## config.mk

```make
export PLATFORM = sky130hd
export DESIGN_NAME = decode_stage
export DESIGN_NICKNAME = d
export VERILOG_FILES = /design/src/rtl/decode_stage.sv
export SDC_FILE = /design/constraint.sdc
export NUM_CORES = 1
export LEC_CHECK = 0
export ABC_CLOCK_PERIOD_IN_PS = 2200
export BUFFER_PORTS_ARGS = -buffer_cell sky130_fd_sc_hd__buf_2
export CAP_MARGIN = 0
export CORE_ASPECT_RATIO = 1.4
export CORE_UTILIZATION = 48
export CTS_CLUSTER_SIZE = 30
export DETAILED_ROUTE_END_ITERATION = 6
export HOLD_SLACK_MARGIN = 0.12
export MAX_ROUTING_LAYER = met4
export PLACE_DENSITY = 0.84
export REMOVE_ABC_BUFFERS = 1
export SLEW_MARGIN = 25
export SYNTH_ARGS = -nofsm -noshare
export SYNTH_HDL_FRONTEND = slang
export SYNTH_SLANG_ARGS = --single-unit
```

## constraint.sdc

```tcl
create_clock -name clk -period 2.2 [get_ports clk]
set_clock_uncertainty 0.2 [all_clocks]
set_input_delay 0.22 -clock clk [delete_from_list [all_inputs] [get_ports clk]]
set_output_delay 0.22 -clock clk [all_outputs]
set_load 0.02 [all_outputs]
```

## src/rtl/decode_stage.sv

```systemverilog
// decode_stage: registered RV32I decode stage with valid/ready handshake, stall, flush and illegal flagging
module decode_stage #(
    parameter int PC_WIDTH = 32
) (
    input  logic                clk,
    input  logic                rst,
    input  logic                in_valid,
    output logic                in_ready,
    input  logic [31:0]         in_instr,
    input  logic [PC_WIDTH-1:0] in_pc,
    input  logic                flush,
    output logic                out_valid,
    input  logic                out_ready,
    output logic [PC_WIDTH-1:0] out_pc,
    output logic [6:0]          out_opcode,
    output logic [2:0]          out_funct3,
    output logic [6:0]          out_funct7,
    output logic [4:0]          out_rd,
    output logic [4:0]          out_rs1,
    output logic [4:0]          out_rs2,
    output logic [31:0]         out_imm,
    output logic                out_alu_src_imm,
    output logic                out_reg_write,
    output logic                out_mem_read,
    output logic                out_mem_write,
    output logic                out_branch,
    output logic                out_illegal
);
    localparam logic [6:0] OP_REG_IMM = 7'b0010011;
    localparam logic [6:0] OP_REG_REG = 7'b0110011;
    localparam logic [6:0] OP_LOAD    = 7'b0000011;
    localparam logic [6:0] OP_STORE   = 7'b0100011;
    localparam logic [6:0] OP_BRANCH  = 7'b1100011;
    logic [6:0]  op, f7;
    logic [2:0]  f3;
    logic        is_ri, is_rr, is_ld, is_st, is_br, ill;
    logic [4:0]  rd_d, rs2_d;
    logic [31:0] imm_d;
    logic        cap;
    assign op    = in_instr[6:0];
    assign f3    = in_instr[14:12];
    assign f7    = in_instr[31:25];
    assign is_ri = op == OP_REG_IMM;
    assign is_rr = op == OP_REG_REG;
    assign is_ld = op == OP_LOAD;
    assign is_st = op == OP_STORE;
    assign is_br = op == OP_BRANCH;
    always_comb begin
        ill = !(is_ri || is_rr || is_ld || is_st || is_br)
            || (is_rr && f7 != 7'h00 && f7 != 7'h20)
            || (is_rr && f7 == 7'h20 && f3 != 3'b000 && f3 != 3'b101)
            || (is_ri && f3 == 3'b001 && f7 != 7'h00)
            || (is_ri && f3 == 3'b101 && f7 != 7'h00 && f7 != 7'h20)
            || (is_ld && (f3 == 3'b011 || f3 == 3'b110 || f3 == 3'b111))
            || (is_st && f3 >= 3'b011)
            || (is_br && (f3 == 3'b010 || f3 == 3'b011));
        imm_d = (is_ri || is_ld) ? {{20{in_instr[31]}}, in_instr[31:20]}
              : is_st ? {{20{in_instr[31]}}, in_instr[31:25], in_instr[11:7]}
              : is_br ? {{19{in_instr[31]}}, in_instr[31], in_instr[7], in_instr[30:25], in_instr[11:8], 1'b0}
              : 32'd0;
        rd_d  = (is_st || is_br) ? 5'd0 : in_instr[11:7];
        rs2_d = (is_rr || is_st || is_br) ? in_instr[24:20] : 5'd0;
    end
    assign in_ready = !out_valid || out_ready;
    assign cap      = in_valid && in_ready;
    always_ff @(posedge clk) begin
        if (rst) begin
            out_valid       <= 1'b0;
            out_pc          <= '0;
            out_opcode      <= '0;
            out_funct3      <= '0;
            out_funct7      <= '0;
            out_rd          <= '0;
            out_rs1         <= '0;
            out_rs2         <= '0;
            out_imm         <= '0;
            out_alu_src_imm <= 1'b0;
            out_reg_write   <= 1'b0;
            out_mem_read    <= 1'b0;
            out_mem_write   <= 1'b0;
            out_branch      <= 1'b0;
            out_illegal     <= 1'b0;
        end else if (flush) begin
            out_valid <= 1'b0;
        end else if (cap) begin
            out_valid       <= 1'b1;
            out_pc          <= in_pc;
            out_opcode      <= op;
            out_funct3      <= f3;
            out_funct7      <= is_rr ? f7 : 7'd0;
            out_rd          <= rd_d;
            out_rs1         <= in_instr[19:15];
            out_rs2         <= rs2_d;
            out_imm         <= imm_d;
            out_alu_src_imm <= is_ri || is_ld || is_st;
            out_reg_write   <= !ill && (is_ri || is_rr || is_ld) && rd_d != 5'd0;
            out_mem_read    <= !ill && is_ld;
            out_mem_write   <= !ill && is_st;
            out_branch      <= !ill && is_br;
            out_illegal     <= ill;
        end else if (out_ready) begin
            out_valid <= 1'b0;
        end
    end
endmodule
```

==> metrics <==
outcome finished, final reports clean; post-route ant nets 0; worst-path maximum fanout 30; Cells after Synth 406; Final Util 76.4%; Global Route met2 Usage approximately 53%; Core Area 6660 sq um; Tcrit/Tclk final ~94%; Cell Area, Synth between 3000 and 4000 sq um; CP most frequent cell dlygate4sd3_1; Top Ports ~170; multi-input logic area ~1400 sq um; Final setup viols 0; total power about 3.2 mW; global-route wire length before repair around 16000 microns; post-CTS resize count 0; sequential share of the synthesized area between 50% and 60%; Setup crit start kind primary input; H-tree Lvls 3; Clock Latency Late Sink approximately 0.35 ns; Die Y 101 microns; DR WL/cell approximately 15 microns; initial core utilization around 50%; post-DP HPWL approximately 6200 microns; largest net degree at the start of global routing a little over 60; Worst Path Arrival roughly 2.2 ns; Pins Over Slew Limit 0; DP Cell Count 630; most area-hungry cell type in the Yosys netlist dfxtp_1; clock-pin slew on the worst setup and hold paths ~0.090 ns; design area approximately 5000 sq um; share of cells above drive strength 1 about a third; grt ovf 0; routing usage on met1 about 29%; Total GRT Usage about 29%; EDFF count, synth 0; GR peak layer met2; Root Buffer Master clkbuf_8; Hold Vio Cnt, Final 0; commonest non-fill, non-tap cell in the layout buf_2; power per cell area about 630 nW/um^2; Ys Warns 0; Die X between 70 and 80 microns; Placed Instance Area 4130 sq um; flops & latches, synth 84; Rel. slew slack between 60% and 70%; CTS Buf Count 9; CP Capture Type flop; ant diodes 0; Slew @ Worst Pin 0.516 ns; TritonCTS clock tree built; crit path kind primary input to flop; clk sinks 84; Tmin final 2.08 ns; FILL cells between 400 and 500; type of the most critical hold path flop to flop; initial antenna violation count 0; max frequency 482 MHz; total of max-cap violations 0; row count 35; gp weighted congestion around 0.85; Via-to-Cell Ratio 5.29; DRC 0; crit-path max cell delay approximately 0.57 ns; Layout Area Growth over Synthesis 52.2%; Avg Inst Size Synth around 8 sq um; Seq. cell area between 1500 and 2000 sq um; 1st-iter DRT viols ~140; dominant synthesized flop cell dfxtp_1; worst path cell trace dlygate4sd3_1 -> buf_2 -> nor3b_4 -> buf_12 -> nand2_1 -> a21oi_1 -> dlygate4sd3_1; RSZ-0062 raised after global routing no; NumNets Final around 700; routed via count 3807; most frequent cells in the layout 172 x buf_2, 114 x nand2_1, 84 x dfxtp_1, 70 x dlygate4sd3_1, 56 x a21oi_1; # port buffers 172; vias in the first global route 3462; Max IR drop VDD 569 uV; drt total wl about 11000 microns; CP required 2.30 ns; drt pass-1 iters 5; Worst path slowest cell dlygate4sd3_1; met3 Resource Use GR 7.20%; worst-case clock buffer depth 2; largest cells by area after synthesis dfxtp_1 50%, nand2_1 13%, a21oi_1 8.4%, buf_4 5.2%, a22oi_1 4.5%; Static Leak 2.33 nW; share of the synthesized area in the top cell type about 50%; total die area ~7300 sq um; synth unique cells ~40; flop-to-flop setup slack about 0.13 ns; ys async rst share 0%; fin cells 720
## worst max-delay path, delay by kind of cell
kind                   cells  cell delay [ns]
AO/OA/AOI/OAI              1             0.15
AND/OR/NAND/NOR            2             0.31
buffers and inverters      4             1.48
## power by group
group | internal, mW | switching, mW
registers | 1.57 | 0.0245
clock network | 0.530 | 0.558
logic | 0.228 | 0.272
## through the flow
stage               hold slack (ns)  TNS, ns  setup WS (ns)
finish                        0.254        0          0.125
global route                  0.269        0         0.0397
CTS                           0.256        0          0.137
detailed placement            0.245        0          0.334
global placement              0.236        0          0.456
floorplan                    0.0879  -104.21          -1.44
## final timing paths
path | start | end | cells after the start
max | flush | out_pc[6]$_SDFFE_PP0P_ | 7
min | out_rd[4]$_SDFFE_PP0P_ | out_rd[4]$_SDFFE_PP0P_ | 2
max reg2reg | out_valid$_SDFFE_PP0P_ | out_pc[6]$_SDFFE_PP0P_ | 7
min reg2reg | out_rd[4]$_SDFFE_PP0P_ | out_rd[4]$_SDFFE_PP0P_ | 2
## sequential cells by signal, summed over array words and instances (netlist names)
name / cells
out_alu_src_imm: 1
out_branch: 1
out_funct3: 3
out_funct7: 7
out_illegal: 1
out_imm: 13
out_mem_read: 1
out_mem_write: 1
out_opcode: 7
out_pc: 32
out_rd: 5
out_reg_write: 1
out_rs1: 5
out_rs2: 5
out_valid: 1
## repair_timing
action / 4_1_cts / 5_1_grt
hold buffers: 70 / 0
endpoints found under the hold margin: 79 / 0
setup endpoints to repair: 0 / 1
buffers inserted: 0 / 2
## cells in the mapped netlist (2+ instances only)
cell type	number
a21oi_1	56
a22oi_1	20
nor2b_1	2
dfxtp_1	84
nand4_1	2
a32oi_1	2
buf_4	23
nand2_1	114
o21ai_0	4
clkbuf_1	13
a31oi_1	5
buf_2	9
nor2_1	30
nor3_1	5
nand3_1	11
## metal layers
metal	vias up	routed length, microns
li1	1786	-
met1	1786	4080
met2	200	5940
met3	35	717
met4	0	320
met5	-	0
## cell type report
class / count / share of cell area, %
Inverter: 2 / 0.148
Tap cell: 92 / 2.26
Clock inverter: 5 / 1.21
Timing Repair Buffer: 252 / 33.6
Multi-Input combinational cell: 274 / 27.1
Clock buffer: 11 / 2.58
Sequential cell: 84 / 33.1
## logic make-up (layout without fill, tap and decap cells)
kind of cell           count (synthesis)  after routing  share of synthesized area [%]
AND/OR/NAND/NOR                      180            180                           23.9
XOR/XNOR                               1              1                          0.262
buffers and inverters                 48            270                           8.54
flip-flops                            84             84                           50.3
AO/OA/AOI/OAI                         93             93                           16.9
Note: power is estimated with default switching activity, not from simulation.
